===== config.mk =====
export PLATFORM = sky130hd
export DESIGN_NAME = ble_at_cmd_streamer
export DESIGN_NICKNAME = d
export VERILOG_FILES = /design/src/rtl/ble_at_cmd_streamer.sv
export SDC_FILE = /design/constraint.sdc
export NUM_CORES = 1
export LEC_CHECK = 0
export CAP_MARGIN = 20
export CORE_AREA = 3 3 134 136
export CTS_CLUSTER_DIAMETER = 120
export CTS_CLUSTER_SIZE = 40
export DETAILED_ROUTE_END_ITERATION = 10
export DIE_AREA = 0 0 137 139
export HOLD_SLACK_MARGIN = 0.03
export PLACE_DENSITY_LB_ADDON = 0.08
export SYNTH_ARGS = -nofsm -noshare
export SYNTH_HDL_FRONTEND = slang
export SYNTH_SLANG_ARGS = --single-unit

===== constraint.sdc =====
create_clock -name clk -period 5.25 [get_ports clk]
set_input_delay 1.3125 -clock clk [delete_from_list [all_inputs] [get_ports clk]]
set_output_delay 1.3125 -clock clk [all_outputs]
set_load 0.01 [all_outputs]

===== src/rtl/ble_at_cmd_streamer.sv =====
// ble_at_cmd_streamer
//   Builds "AT+BLEUARTTX=<payload>\r" or "AT+BLEUARTRX\r" and streams it
//   one byte per cycle on a valid/ready interface toward the UART
//   transmitter that drives the BLE module.
//
// Optional build macro: BLE_AT_HEX_PAYLOAD_EN
//   When defined, each TX payload byte is sent as two uppercase ASCII hex
//   digits (high nibble first). When undefined, payload bytes go out raw.
//
// Parameters
//   PAYLOAD_BYTES : maximum TX payload bytes (>= 1)
//   LEN_W         : width of i_payload_len, 2**LEN_W > PAYLOAD_BYTES
//
// Ports
//   clk             : clock
//   reset           : asynchronous, active-high reset
//   i_cmd_valid     : command request
//   o_cmd_ready     : block can accept a command (IDLE only)
//   i_cmd_sel       : 1 = TX, 2 = RX, other values rejected
//   i_payload       : payload bytes, byte k in [8k+7:8k], byte 0 first
//   i_payload_len   : TX payload length (ignored for RX)
//   o_out_byte      : ASCII output byte
//   o_out_valid     : o_out_byte is valid
//   i_out_ready     : downstream accepts the byte
//   o_out_last      : final byte (CR) marker, qualified by o_out_valid
//   o_done          : one-cycle pulse after the final byte handshake
//   o_err           : one-cycle pulse when a command is rejected
module ble_at_cmd_streamer #(
  parameter int PAYLOAD_BYTES = 16,
  parameter int LEN_W         = 5
) (
  input  logic                       clk,
  input  logic                       reset,
  input  logic                       i_cmd_valid,
  output logic                       o_cmd_ready,
  input  logic [1:0]                 i_cmd_sel,
  input  logic [8*PAYLOAD_BYTES-1:0] i_payload,
  input  logic [LEN_W-1:0]           i_payload_len,
  output logic [7:0]                 o_out_byte,
  output logic                       o_out_valid,
  input  logic                       i_out_ready,
  output logic                       o_out_last,
  output logic                       o_done,
  output logic                       o_err
);

  typedef enum logic [2:0] {
    S_IDLE,
    S_HDR,
    S_PAY,
    S_CR,
    S_DONE,
    S_ERR
  } state_t;

  // Payload slots are padded to the full counter range so the byte mux can
  // be indexed directly by the LEN_W-bit counter.
  localparam int NUM_SLOTS = 2 ** LEN_W;

  state_t                     r_state;
  logic                       r_is_tx;
  logic [8*PAYLOAD_BYTES-1:0] r_payload;
  logic [LEN_W-1:0]           r_len;
  logic [LEN_W-1:0]           r_cnt;
  logic [3:0]                 r_hdr_idx;
`ifdef BLE_AT_HEX_PAYLOAD_EN
  logic                       r_nib;   // 0 = high nibble on the wire, 1 = low
`endif
  logic [7:0]                 r_out_byte;
  logic                       r_out_valid;
  logic                       r_out_last;
  logic                       r_done;
  logic                       r_err;

  logic [7:0]       w_slot [NUM_SLOTS];
  logic             w_accept;
  logic             w_cmd_ok;
  logic             w_fire;
  logic             w_hdr_last;
  logic             w_pay_last;
  logic [LEN_W-1:0] w_cnt_next;

  genvar gi;
  generate
    for (gi = 0; gi < NUM_SLOTS; gi++) begin : g_slot
      if (gi < PAYLOAD_BYTES) begin : g_used
        assign w_slot[gi] = r_payload[8*gi +: 8];
      end else begin : g_pad
        assign w_slot[gi] = 8'h00;
      end
    end
  endgenerate

  // Header text "AT+BLEUART" followed by "TX=" or "RX".
  function automatic logic [7:0] hdr_char(input logic [3:0] idx, input logic is_tx);
    logic [7:0] c;
    case (idx)
      4'd0:    c = 8'h41;                     // A
      4'd1:    c = 8'h54;                     // T
      4'd2:    c = 8'h2B;                     // +
      4'd3:    c = 8'h42;                     // B
      4'd4:    c = 8'h4C;                     // L
      4'd5:    c = 8'h45;                     // E
      4'd6:    c = 8'h55;                     // U
      4'd7:    c = 8'h41;                     // A
      4'd8:    c = 8'h52;                     // R
      4'd9:    c = 8'h54;                     // T
      4'd10:   c = is_tx ? 8'h54 : 8'h52;     // T / R
      4'd11:   c = 8'h58;                     // X
      4'd12:   c = 8'h3D;                     // =
      default: c = 8'h00;
    endcase
    return c;
  endfunction

`ifdef BLE_AT_HEX_PAYLOAD_EN
  function automatic logic [7:0] hex_ascii(input logic [3:0] n);
    return (n < 4'd10) ? (8'h30 + {4'h0, n}) : (8'h37 + {4'h0, n});
  endfunction
`endif

  assign w_accept   = i_cmd_valid && (r_state == S_IDLE);
  assign w_cmd_ok   = (i_cmd_sel == 2'd2) ||
                      ((i_cmd_sel == 2'd1) && (i_payload_len != '0) &&
                       (i_payload_len <= LEN_W'(PAYLOAD_BYTES)));
  assign w_fire     = r_out_valid && i_out_ready;
  assign w_hdr_last = r_is_tx ? (r_hdr_idx == 4'd12) : (r_hdr_idx == 4'd11);
  assign w_cnt_next = r_cnt + 1'b1;
  assign w_pay_last = (r_cnt == (r_len - 1'b1));

  // Outputs are loaded with the byte that goes out next in the same edge
  // that completes the current handshake, so a stalled byte simply holds
  // and ready-high streaming has no bubbles across section boundaries.
  always_ff @(posedge clk or posedge reset) begin
    if (reset) begin
      r_state     <= S_IDLE;
      r_is_tx     <= 1'b0;
      r_payload   <= '0;
      r_len       <= '0;
      r_cnt       <= '0;
      r_hdr_idx   <= 4'd0;
`ifdef BLE_AT_HEX_PAYLOAD_EN
      r_nib       <= 1'b0;
`endif
      r_out_byte  <= 8'h00;
      r_out_valid <= 1'b0;
      r_out_last  <= 1'b0;
      r_done      <= 1'b0;
      r_err       <= 1'b0;
    end else begin
      case (r_state)
        S_IDLE: begin
          if (w_accept) begin
            r_is_tx   <= (i_cmd_sel == 2'd1);
            r_payload <= i_payload;
            r_len     <= i_payload_len;
            r_cnt     <= '0;
            r_hdr_idx <= 4'd0;
            if (w_cmd_ok) begin
              r_state     <= S_HDR;
              r_out_byte  <= hdr_char(4'd0, 1'b0);
              r_out_valid <= 1'b1;
            end else begin
              r_state <= S_ERR;
              r_err   <= 1'b1;
            end
          end
        end

        S_ERR: begin
          r_err   <= 1'b0;
          r_state <= S_IDLE;
        end

        S_HDR: begin
          if (w_fire) begin
            if (w_hdr_last) begin
              if (r_is_tx) begin
                r_state <= S_PAY;
                r_cnt   <= '0;
`ifdef BLE_AT_HEX_PAYLOAD_EN
                r_nib      <= 1'b0;
                r_out_byte <= hex_ascii(w_slot[0][7:4]);
`else
                r_out_byte <= w_slot[0];
`endif
              end else begin
                r_state    <= S_CR;
                r_out_byte <= 8'h0D;
                r_out_last <= 1'b1;
              end
            end else begin
              r_hdr_idx  <= r_hdr_idx + 4'd1;
              r_out_byte <= hdr_char(r_hdr_idx + 4'd1, r_is_tx);
            end
          end
        end

        S_PAY: begin
          if (w_fire) begin
`ifdef BLE_AT_HEX_PAYLOAD_EN
            if (!r_nib) begin
              r_nib      <= 1'b1;
              r_out_byte <= hex_ascii(w_slot[r_cnt][3:0]);
            end else if (w_pay_last) begin
              r_state    <= S_CR;
              r_out_byte <= 8'h0D;
              r_out_last <= 1'b1;
            end else begin
              r_nib      <= 1'b0;
              r_cnt      <= w_cnt_next;
              r_out_byte <= hex_ascii(w_slot[w_cnt_next][7:4]);
            end
`else
            if (w_pay_last) begin
              r_state    <= S_CR;
              r_out_byte <= 8'h0D;
              r_out_last <= 1'b1;
            end else begin
              r_cnt      <= w_cnt_next;
              r_out_byte <= w_slot[w_cnt_next];
            end
`endif
          end
        end

        S_CR: begin
          if (w_fire) begin
            r_state     <= S_DONE;
            r_out_valid <= 1'b0;
            r_out_last  <= 1'b0;
            r_out_byte  <= 8'h00;
            r_done      <= 1'b1;
          end
        end

        S_DONE: begin
          r_done  <= 1'b0;
          r_state <= S_IDLE;
        end

        default: begin
          r_state <= S_IDLE;
        end
      endcase
    end
  end

  assign o_cmd_ready = (r_state == S_IDLE);
  assign o_out_byte  = r_out_byte;
  assign o_out_valid = r_out_valid;
  assign o_out_last  = r_out_last;
  assign o_done      = r_done;
  assign o_err       = r_err;

endmodule


==> metrics.md, run 1 <==
| Metric | Value |
|---|---|
| Final Critical Period | about 3300 ps |
| DRC viols | 0 |
| Setup Fix Bufs, Post-CTS | 0 |
| Clock buffer depth | 2 |
| Asr flop ratio synth | 1.00 |
| First-pass GRT wire length | between 30 and 40 mm |
| Fin. max-slew vios | 0 |
| Max_slew headroom | 0.299 |
| H-Tree Depth | 4 |
| Post-cts hold buffer count | 0 |
| Gate Count Post-Synth | around 900 |
| Final antenna-violating net count | 0 |
| Vias per inst | approximately 5.3 |
| 1st-iter DRT viols | around 570 |
| Place WS | roughly 1800 ps |
| Final hold vios | 0 |
| Ant. Diodes | 0 |
| CTS Buf Count | 17 |
| Post-Syn Area | roughly 8100 um^2 |
| Critical path class | flop to output port |
| Routed vias | between 6,000 and 7,000 |
| Worst-skew pair later-pin latency | between 400 and 500 ps |
| Critical Path AT | between 2000 and 2500 ps |
| FP Rows | 48 |
| Sink Count | between 150 and 200 |
| CP cell instances | nor3_2, clkdlybuf4s50_1 |
| Worst-path maximum fanout | 16 |
| Layout Nets | 1,147 |
| Clock-pin slew on the worst setup and hold paths | 60 ps |
| Outcome | finished, final reports clean |
| Final setup violation count | 0 |
| CTS root buffer | clkbuf_16 |
| Die width | between 100 and 150 um |
| Setup_tns | 0 ps |
| Final wirelength | between 20 and 25 mm |
| Peak VDD IR | approximately 0.34 mV |
| Synth Area per Inst | ~9 um^2 |
| Final Cycle Share | 0.632 |
| # IOs | around 150 |
| CTS tree | yes |
| Hold Crit Class | flop to flop |
| Syn Nets | 1,022 |
| CP startpoint kind | flop |
| Synth area leader | dfrtp_1 |
| Leakage dissipation | between 4 and 5 nW |
| GRT Resource Usage Total | 0.219 |
| Post-DP HPWL | 14.0 mm |
| Critical path's largest stage delay | about 610 ps |
| Core area | 17,100 um^2 |
| Max-cap violations | 0 |
| Crit-path slowest cell | clkdlybuf4s50_1 |
| Commonest cells after routing, fill and taps aside | 417 x nand2_1, 157 x dfrtp_1, 151 x clkdlybuf4s50_1, 29 x mux4_2, 23 x o21ai_0 |
| Initial core utilization | 0.472 |
| Fmax | 301 MHz |
| Cts repair resizes | 0 |
| Number of distinct library cells after synthesis | 67 |
| Pwr Density | approximately 490 nW/um^2 |
| Sequential share of the synthesized area | 0.491 |
| Post-synth top flop | dfrtp_1 |
| Full die area | 19,000 um^2 |
| Seq cells post-synth | 158 |
| Post-synth EDFFs | 0 |
| Largest cells by area after synthesis | dfrtp_1 49%, nand2_1 19%, mux4_2 8.1%, mux2i_1 2.2%, clkbuf_1 1.7% |
| RSZ-0062 raised after global routing | no |
| Global route overflow | 0 |
| Vias in the first global route | slightly above 6,000 |
| Initial antenna violation count | 0 |
| Drt first pass iters | 5 |
| CP endpoint kind | output port |
| Slew @ Worst Pin | between 1000 and 1500 ps |
| Post-synth top area share | 0.491 |
| Final clock skew | a little over 6 ps |
| Share of cells above drive strength 1 | 0.0828 |
| Die Ht | about 140 um |
| IO buf count | 151 |
| Synth Warn # | 0 |
| Synth-to-layout area growth | 27.3% |
| Final WS setup | ~1900 ps |
| Largest net degree at the start of global routing | between 80 and 90 |
| Placer Congestion | between 0.8 and 0.9 |
| Avg WL per Cell | 16.4 um |
| Most common cell after layout, fill and taps aside | nand2_1 |
| CP required | approximately 4000 ps |
routing by layer:
layer | up-vias | GRT usage | share of wire
met3 | 16 | 0.0446 | 0.052
met2 | 180 | 0.327 | 0.47
met5 | - | 0 | 0
li1 | 3191 | - | -
met4 | 0 | 0.0473 | 0.0086
met1 | 3160 | 0.333 | 0.47
cells in the mapped netlist, drive strengths merged, types with 2 or more instances:
master / instances
a211o: 3
a211oi: 4
a21boi: 3
a21o: 3
a21oi: 11
a221o: 2
a22o: 4
a22oi: 2
a31oi: 4
and2: 4
and3: 6
and3b: 2
buf: 17
clkbuf: 37
dfrtp: 158
ha: 6
inv: 9
mux2: 2
mux2i: 18
mux4: 33
nand2: 418
nand2b: 3
nand3: 12
nand3b: 2
nand4: 3
nor2: 13
nor2b: 6
nor3: 13
nor3b: 5
nor4: 2
nor4bb: 2
o211ai: 5
o21a: 3
o21ai: 24
o22ai: 4
o2bb2ai: 2
o31ai: 2
o32a: 2
or2: 2
or3: 2
xnor2: 7
xor2: 3
metrics by stage:
| stage | hold WS [ps] | area, um^2 | util | power [mW] | cells |
|---|---|---|---|---|---|
| floorplan | 437 | 8060 | - | 3.27 | 877 |
| global placement | 451 | 9660 | 0.566 | 3.80 | 1207 |
| detailed placement | 455 | 9660 | 0.566 | 3.85 | 1207 |
| CTS | 471 | 10200 | 0.600 | 5.06 | 1239 |
| global route | 483 | 10300 | 0.601 | 5.41 | 1240 |
| finish | 467 | 10300 | 0.601 | 5.04 | 1240 |
worst max-delay path, delay by kind of cell, from the launching register on:
kind                   cells  cell delay, ps
buffers and inverters      1             610
DFF                        1             550
and+or+nand+nor            1             420
cells by family (layout without fill, tap and decap cells):
logic type,Yosys count,count (layout),share of synthesized area
AOI/OAI and AO/OA,90,90,0.0776
and+or+nand+nor,497,497,0.254
DFF,158,158,0.491
xor gates and xnor gates,10,10,0.0118
muxes,53,53,0.119
buffers and inverters,63,201,0.0376
adders and majority gates,6,6,0.00932
power by group:
part	switching (mW)	leakage, nW	internal (mW)
clock network	0.515	0.282	0.681
logic	0.933	2.62	0.794
registers	0.360	1.97	1.75
total	1.81	4.88	3.23
area by class of cell:
class                           count  area, um^2
Multi-Input combinational cell    656        3810
Clock inverter                     12         113
Inverter                            9        37.5
Sequential cell                   158        3960
Timing Repair Buffer              160        1600
Tap cell                          225         282
Clock buffer                       20         457
Fill cell                        1521        6800
registers in the layout (all words and copies together), names as in the netlist:
register	flops
o_out_byte	8
r_payload	128
r_cnt	5
r_state	3
r_hdr_idx	4
o_done	1
o_out_last	1
r_len	5
r_is_tx	1
o_err	1
o_out_valid	1
path summary, 6_finish.rpt:
| path | start | endpoint | slack, ps | cells after the start |
|---|---|---|---|---|
| max | r_state[0]$_DFFE_PP0P_ | o_cmd_ready | 1930 | 2 |
| min | r_payload[101]$_DFFE_PP0P_ | r_payload[101]$_DFFE_PP0P_ | 470 | 2 |
| max reg2reg | r_cnt[1]$_DFFE_PP0P_ | o_out_byte[0]$_DFFE_PP0P_ | 2150 | 6 |
| min reg2reg | r_payload[101]$_DFFE_PP0P_ | r_payload[101]$_DFFE_PP0P_ | 470 | 2 |
| max in group asynchronous | reset | r_payload[15]$_DFFE_PP0P_ | 3030 | 3 |
| min in group asynchronous | reset | r_payload[118]$_DFFE_PP0P_ | 1270 | 3 |
Power figures use the tool's default switching activity.
==> run 2: changes to the inputs <==
Settings changed: CORE_AREA 3 3 134 136 to 3 3 128 130, DIE_AREA 0 0 137 139 to 0 0 131 133.
Clock period 5.25 ns to 3.2 ns, I/O delays scaled along.
==> run 2 against run 1 <==
Compared with the run above: die area decreased by 8.5%; global-route usage grew 1.5 points; critical path depth did not move; flip-flop and latch count unchanged; worst hold slack gained 2.4 ps; clock skew up 0.80 ps; power increased by 68%; setup slack got worse by 1600 ps; final cell count decreased by 0.73%; combinational power grew 66%; sequential power grew 66%; highest routed layer unchanged.
==> metrics.md, run 2 (synthesis gave the netlist of run 1 again) <==
| Metric | Value |
|---|---|
| Final Cycle Share | 0.891 |
| Routed vias | 6,564 |
| Initial antenna violation count | 0 |
| CP endpoint kind | output port |
| Fin. max-slew vios | 0 |
| Peak VDD IR | 0.468 mV |
| Crit-path leading delay family | buffers and inverters |
| Outcome | finished, final reports clean |
| Post-Layout Cell Count | ~1,200 |
| CTS root buffer | clkbuf_16 |
| Share of cells above drive strength 1 | 0.0882 |
| Max_slew headroom | 0.469 |
| Die Ht | roughly 130 um |
| Final antenna-violating net count | 0 |
| CTS tree | yes |
| Critical path class | flop to output port |
| Vias per inst | roughly 5.3 |
| Largest net degree at the start of global routing | approximately 130 |
| Worst path bufs/invs | 1 |
| Final setup violation count | 0 |
| H-Tree Depth | 4 |
| Final hold vios | 0 |
| Drt first pass iters | 5 |
| CP startpoint kind | flop |
| Ant. Diodes | 0 |
| Hold Crit Class | flop to flop |
| Critical path's largest stage delay | 620 ps |
| Critical Path AT | around 2100 ps |
| Slew @ Worst Pin | ~800 ps |
| Hold Path Sink | r_payload[62]$_DFFE_PP0P_ |
| CTS Buf Count | 17 |
| Worst R2R Setup Slack | 530 ps |
| Clock buffer depth | 2 |
| Cts repair resizes | 0 |
| Top reg by flops | r_payload |
| DRC viols | 0 |
| Setup Fix Bufs, Post-CTS | 0 |
| Post-DP HPWL | roughly 14 mm |
| Reg2reg end | o_out_byte[5]$_DFFE_PP0P_ |
| 1st-iter DRT viols | around 530 |
| Placer Congestion | a little under 0.9 |
| GRT Resource Usage Total | 0.234 |
| CP cell instances | nor3_2, clkdlybuf4s50_1 |
| Post-cts hold buffer count | 0 |
| Max-cap violations | 0 |
| Worst-path maximum fanout | 16 |
| CP required | roughly 2400 ps |
| Full die area | 17,400 um^2 |
| Hold_ws | around 470 ps |
| Avg WL per Cell | around 16 um |
| Most common cell after layout, fill and taps aside | nand2_1 |
| Crit-path slowest cell | clkdlybuf4s50_1 |
| # IOs | around 150 |
| Final clock skew | 6.85 ps |
| Leakage dissipation | approximately 5 nW |
| Layout Nets | about 1,200 |
| Initial core utilization | 0.528 |
| IO buf count | between 150 and 200 |
| Synth-to-layout area growth | 28.4% |
| Pwr Density | 817 nW/um^2 |
| Clock-pin slew on the worst setup and hold paths | around 60 ps |
| Placed Instances | around 1,200 |
| Vias in the first global route | ~6,300 |
| Global route overflow | 0 |
| Hold Path Origin | r_payload[62]$_DFFE_PP0P_ |
| Worst-skew pair later-pin latency | 420 ps |
| Commonest cells after routing, fill and taps aside | 417 x nand2_1, 157 x dfrtp_1, 151 x clkdlybuf4s50_1, 29 x mux4_2, 23 x o21ai_0 |
| Total stage count of the critical path | 2 |
| Core area | 15,300 um^2 |
| Final Critical Period | around 2900 ps |
| Fmax | about 350 MHz |
| Worst reg-to-reg path cell count | 7 |
| Setup_tns | 0 ps |
| FP Rows | 45 |
| First-pass GRT wire length | 32.0 mm |
| Final wirelength | ~20 mm |
| RSZ-0062 raised after global routing | no |
| Max reg flops | approximately 130 |
| Sink Count | 158 |
| Worst r2r src | r_cnt[1]$_DFFE_PP0P_ |
| Hold Path Depth | 2 |
| # fillers | about 1,200 |
| Die width | ~130 um |
run 2: changes by cell type in the layout (fill, tap and decap cells not counted), moves of 2 or more:
cell | previous run | this run
buf_12 | 0 | 3
buf_4 | 8 | 10
clkinvlp_4 | 2 | 4
inv_8 | 1 | 3
bufinv_16 | 1 | 3
clkbuf_8 | 2 | 0
run 2: layout make-up:
type | count | area, um^2 | area share
Inverter | 9 | 37.5 | 0.00363
Timing Repair Buffer | 165 | 1660 | 0.161
Clock buffer | 17 | 425 | 0.0411
Tap cell | 211 | 264 | 0.0255
Clock inverter | 15 | 188 | 0.0181
Sequential cell | 158 | 3960 | 0.382
Multi-Input combinational cell | 656 | 3810 | 0.369
run 2: worst max path at each step:
stage | endpoint | start | slack [ps]
2_1_floorplan | o_done$_DFFE_PP0P_ | reset | 400
3_3_place_gp | o_out_byte[5]$_DFFE_PP0P_ | i_payload_len[1] | 340
3_5_place_dp | o_out_byte[5]$_DFFE_PP0P_ | i_payload_len[1] | 330
4_1_cts | o_cmd_ready | r_state[0]$_DFFE_PP0P_ | 340
5_1_grt | o_cmd_ready | r_state[0]$_DFFE_PP0P_ | 280
6_report | o_cmd_ready | r_state[0]$_DFFE_PP0P_ | 350
run 2: tightest hold or removal path: cells and delay by family, from the launching register on:
kind | cells | cell delay [ps]
DFF | 1 | 340
and+or+nand+nor | 2 | 100
run 2: routing by layer:
| layer | GRT usage | up-vias | share of wire |
|---|---|---|---|
| met4 | 0.0634 | 0 | 0.017 |
| met2 | 0.354 | 184 | 0.47 |
| met5 | 0 | - | 0 |
| li1 | - | 3197 | - |
| met1 | 0.349 | 3157 | 0.47 |
| met3 | 0.0432 | 26 | 0.045 |
run 2: stage by stage:
stage	worst slack, ps	util	power [mW]	area (um^2)
4_1_cts	343	0.677	8.50	10300
6_report	348	0.678	8.46	10300
3_3_place_gp	341	0.637	6.30	9720
5_1_grt	277	0.678	9.03	10300
3_5_place_dp	328	0.637	6.38	9720
2_1_floorplan	399	-	5.37	8060
run 2: power by group:
group | switching [mW] | internal (mW)
Sequential | 0.620 | 2.87
Combinational | 1.55 | 1.34
Clock | 0.840 | 1.24
Total | 3.01 | 5.45
==> run 3: changes to the inputs <==
Settings changed: CORE_AREA 3 3 128 130 to 3 3 123 125, DIE_AREA 0 0 131 133 to 0 0 126 128.
Clock period 3.2 ns to 3.6 ns, I/O delays scaled along.
==> run 3 against run 2 <==
Compared with the run above: worst hold slack got worse by 7.5 ps; die area fell by 7.4%; combinational power fell by 12%; critical path type unchanged; first-iteration DRC count rose by 25%; critical endpoint unchanged; sequential power fell by 11%.
==> metrics.md, run 3 (synthesis gave the netlist of run 1 again) <==
| Metric | Value |
|---|---|
| Vias in the first global route | 6,647 |
| 1st-iter DRT viols | ~660 |
| Worst reg-to-reg path cell count | 7 |
| Post-DP HPWL | ~14 mm |
| Commonest cells after routing, fill and taps aside | 417 x nand2_1, 157 x dfrtp_1, 151 x clkdlybuf4s50_1, 29 x mux4_2, 23 x o21ai_0 |
| DRC viols | 0 |
| CTS root buffer | clkbuf_16 |
| Clock buffer depth | 2 |
| FP Rows | 43 |
| Critical path's largest stage delay | just over 600 ps |
| Leakage dissipation | a little under 5 nW |
| Sink Count | roughly 160 |
| CTS Buf Count | 17 |
| Max-cap violations | 0 |
| RSZ-0062 raised after global routing | no |
| Final clock skew | roughly 7.8 ps |
| Most common cell after layout, fill and taps aside | nand2_1 |
| Global route overflow | 0 |
| CP startpoint | r_state[0]$_DFFE_PP0P_ |
| Share of cells above drive strength 1 | 0.0855 |
| Drt first pass iters | 5 |
| Worst r2r src | r_cnt[1]$_DFFE_PP0P_ |
| Worst-path maximum fanout | 16 |
| Fmax | around 340 MHz |
| Final WS setup | 650 ps |
| Crit-path slowest cell | clkdlybuf4s50_1 |
| Outcome | finished, final reports clean |
| Hold Path Depth | 2 |
| Slew @ Worst Pin | 834 ps |
| H-Tree Depth | 4 |
| Critical Path AT | around 2100 ps |
| Reg2reg end | o_out_byte[5]$_DFFE_PP0P_ |
| Max_slew headroom | 0.444 |
| Hold Crit Class | flop to flop |
| # fillers | 1,045 |
| Max reg flops | 128 |
| Critical path class | flop to output port |
| Worst-skew pair later-pin latency | 420 ps |
| Final antenna-violating net count | 0 |
| Vias per inst | about 5.6 |
| Placer Congestion | ~0.89 |
| Post-layout util | 0.734 |
| Cts repair resizes | 0 |
| Die width | about 130 um |
| Internal | approximately 4.8 mW |
| Final setup violation count | 0 |
| Die Ht | between 100 and 150 um |
| Routed vias | roughly 6,700 |
| Clock-pin slew on the worst setup and hold paths | 60 ps |
| CP cell instances | nor3_2, clkdlybuf4s50_1 |
| Hold_ws | about 460 ps |
| GRT Resource Usage Total | 0.258 |
| Sequential Power Share | 0.417 |
| Switch share | 0.358 |
| Initial antenna violation count | 0 |
| Crit-path leading delay family | buffers and inverters |
| CP endpoint kind | output port |
| Fin. max-slew vios | 0 |
| Hold Path Origin | r_payload[125]$_DFFE_PP0P_ |
| Final Critical Period | between 2000 and 3000 ps |
| Setup_tns | 0 ps |
| Final hold vios | 0 |
| Final wirelength | around 20 mm |
| Setup Fix Bufs, Post-CTS | 0 |
| Initial core utilization | 0.576 |
| P_sw | between 2 and 3 mW |
| Hold Path Sink | r_payload[125]$_DFFE_PP0P_ |
| Layout Nets | 1,149 |
| Full die area | ~16,000 um^2 |
| Largest net degree at the start of global routing | 87 |
| Peak VDD IR | between 0.4 and 0.5 mV |
| Post-cts hold buffer count | 0 |
| CTS tree | yes |
| CP startpoint kind | flop |
| Place WS | 596 ps |
| Pwr Density | just over 700 nW/um^2 |
| Final Cycle Share | 0.819 |
| CP required | ~2700 ps |
| Comb power frac | 0.340 |
| Core area | about 14,000 um^2 |
| # IOs | roughly 150 |
| IO buf count | ~150 |
| Top reg by flops | r_payload |
| Avg WL per Cell | 16.8 um |
| First-pass GRT wire length | approximately 33 mm |
| Synth-to-layout area growth | 27.4% |
| Clock Power Share | 0.244 |
| Worst R2R Setup Slack | between 800 and 900 ps |
| Worst path bufs/invs | 1 |
| Ant. Diodes | 0 |
-- run 3: changes by cell type in the layout (fill, tap and decap cells not counted) --
cell       delta
inv_6         +2
bufinv_16     -1
buf_8         -1
clkinv_2      -2
clkbuf_8      +2
buf_4         -2
inv_8         -1
-- run 3: how the worst max path moves through the flow --
stage,endpoint,slack [ps],cells after the start
2_1_floorplan,o_done$_DFFE_PP0P_,700,1
3_3_place_gp,o_out_byte[5]$_DFFE_PP0P_,570,6
3_5_place_dp,o_out_byte[5]$_DFFE_PP0P_,600,6
4_1_cts,o_cmd_ready,640,2
5_1_grt,o_cmd_ready,570,2
6_report,o_cmd_ready,650,2
-- run 3: worst register-to-register path: cells and delay by family (launching register included) --
family / cells / cell delay [ps]
AO/OA/AOI/OAI: 1 / 270
buffers and inverters: 1 / 270
AND/OR/NAND/NOR: 1 / 210
multiplexers: 3 / 970
adder cells (fa/ha/maj): 1 / 490
flip-flops: 1 / 440
-- run 3: per-layer routing --
layer | share of wire | up-vias | GRT usage
met5 | 0 | - | 0
met4 | 0.014 | 0 | 0.0606
met3 | 0.060 | 27 | 0.0575
met2 | 0.49 | 233 | 0.418
met1 | 0.44 | 3231 | 0.363
li1 | - | 3200 | -
-- run 3: stage by stage --
| stage | power (mW) | std cells | instance area [um^2] |
|---|---|---|---|
| 3_5_place_dp | 5.64 | 1165 | 9660 |
| 6_report | 7.47 | 1197 | 10300 |
| 4_1_cts | 7.50 | 1197 | 10300 |
| 2_1_floorplan | 4.78 | 877 | 8060 |
| 5_1_grt | 8.00 | 1197 | 10300 |
| 3_3_place_gp | 5.54 | 1165 | 9660 |
-- run 3: area by class of cell --
cell class | count | area (um^2) | area share
Clock buffer | 19 | 453 | 0.0441
Clock inverter | 13 | 154 | 0.0150
Inverter | 9 | 37.5 | 0.00365
Multi-Input combinational cell | 656 | 3810 | 0.371
Sequential cell | 158 | 3960 | 0.385
Tap cell | 180 | 225 | 0.0219
Timing Repair Buffer | 162 | 1630 | 0.159
-- run 3: power groups by stage --
stage / Sequential (mW) / Clock [mW] / Combinational, mW
floorplan: 2.90 / 0 / 1.87
global placement: 3.09 / 0 / 2.46
detailed placement: 3.11 / 0 / 2.53
CTS: 3.10 / 1.84 / 2.56
global route: 3.20 / 1.92 / 2.87
finish: 3.11 / 1.82 / 2.54
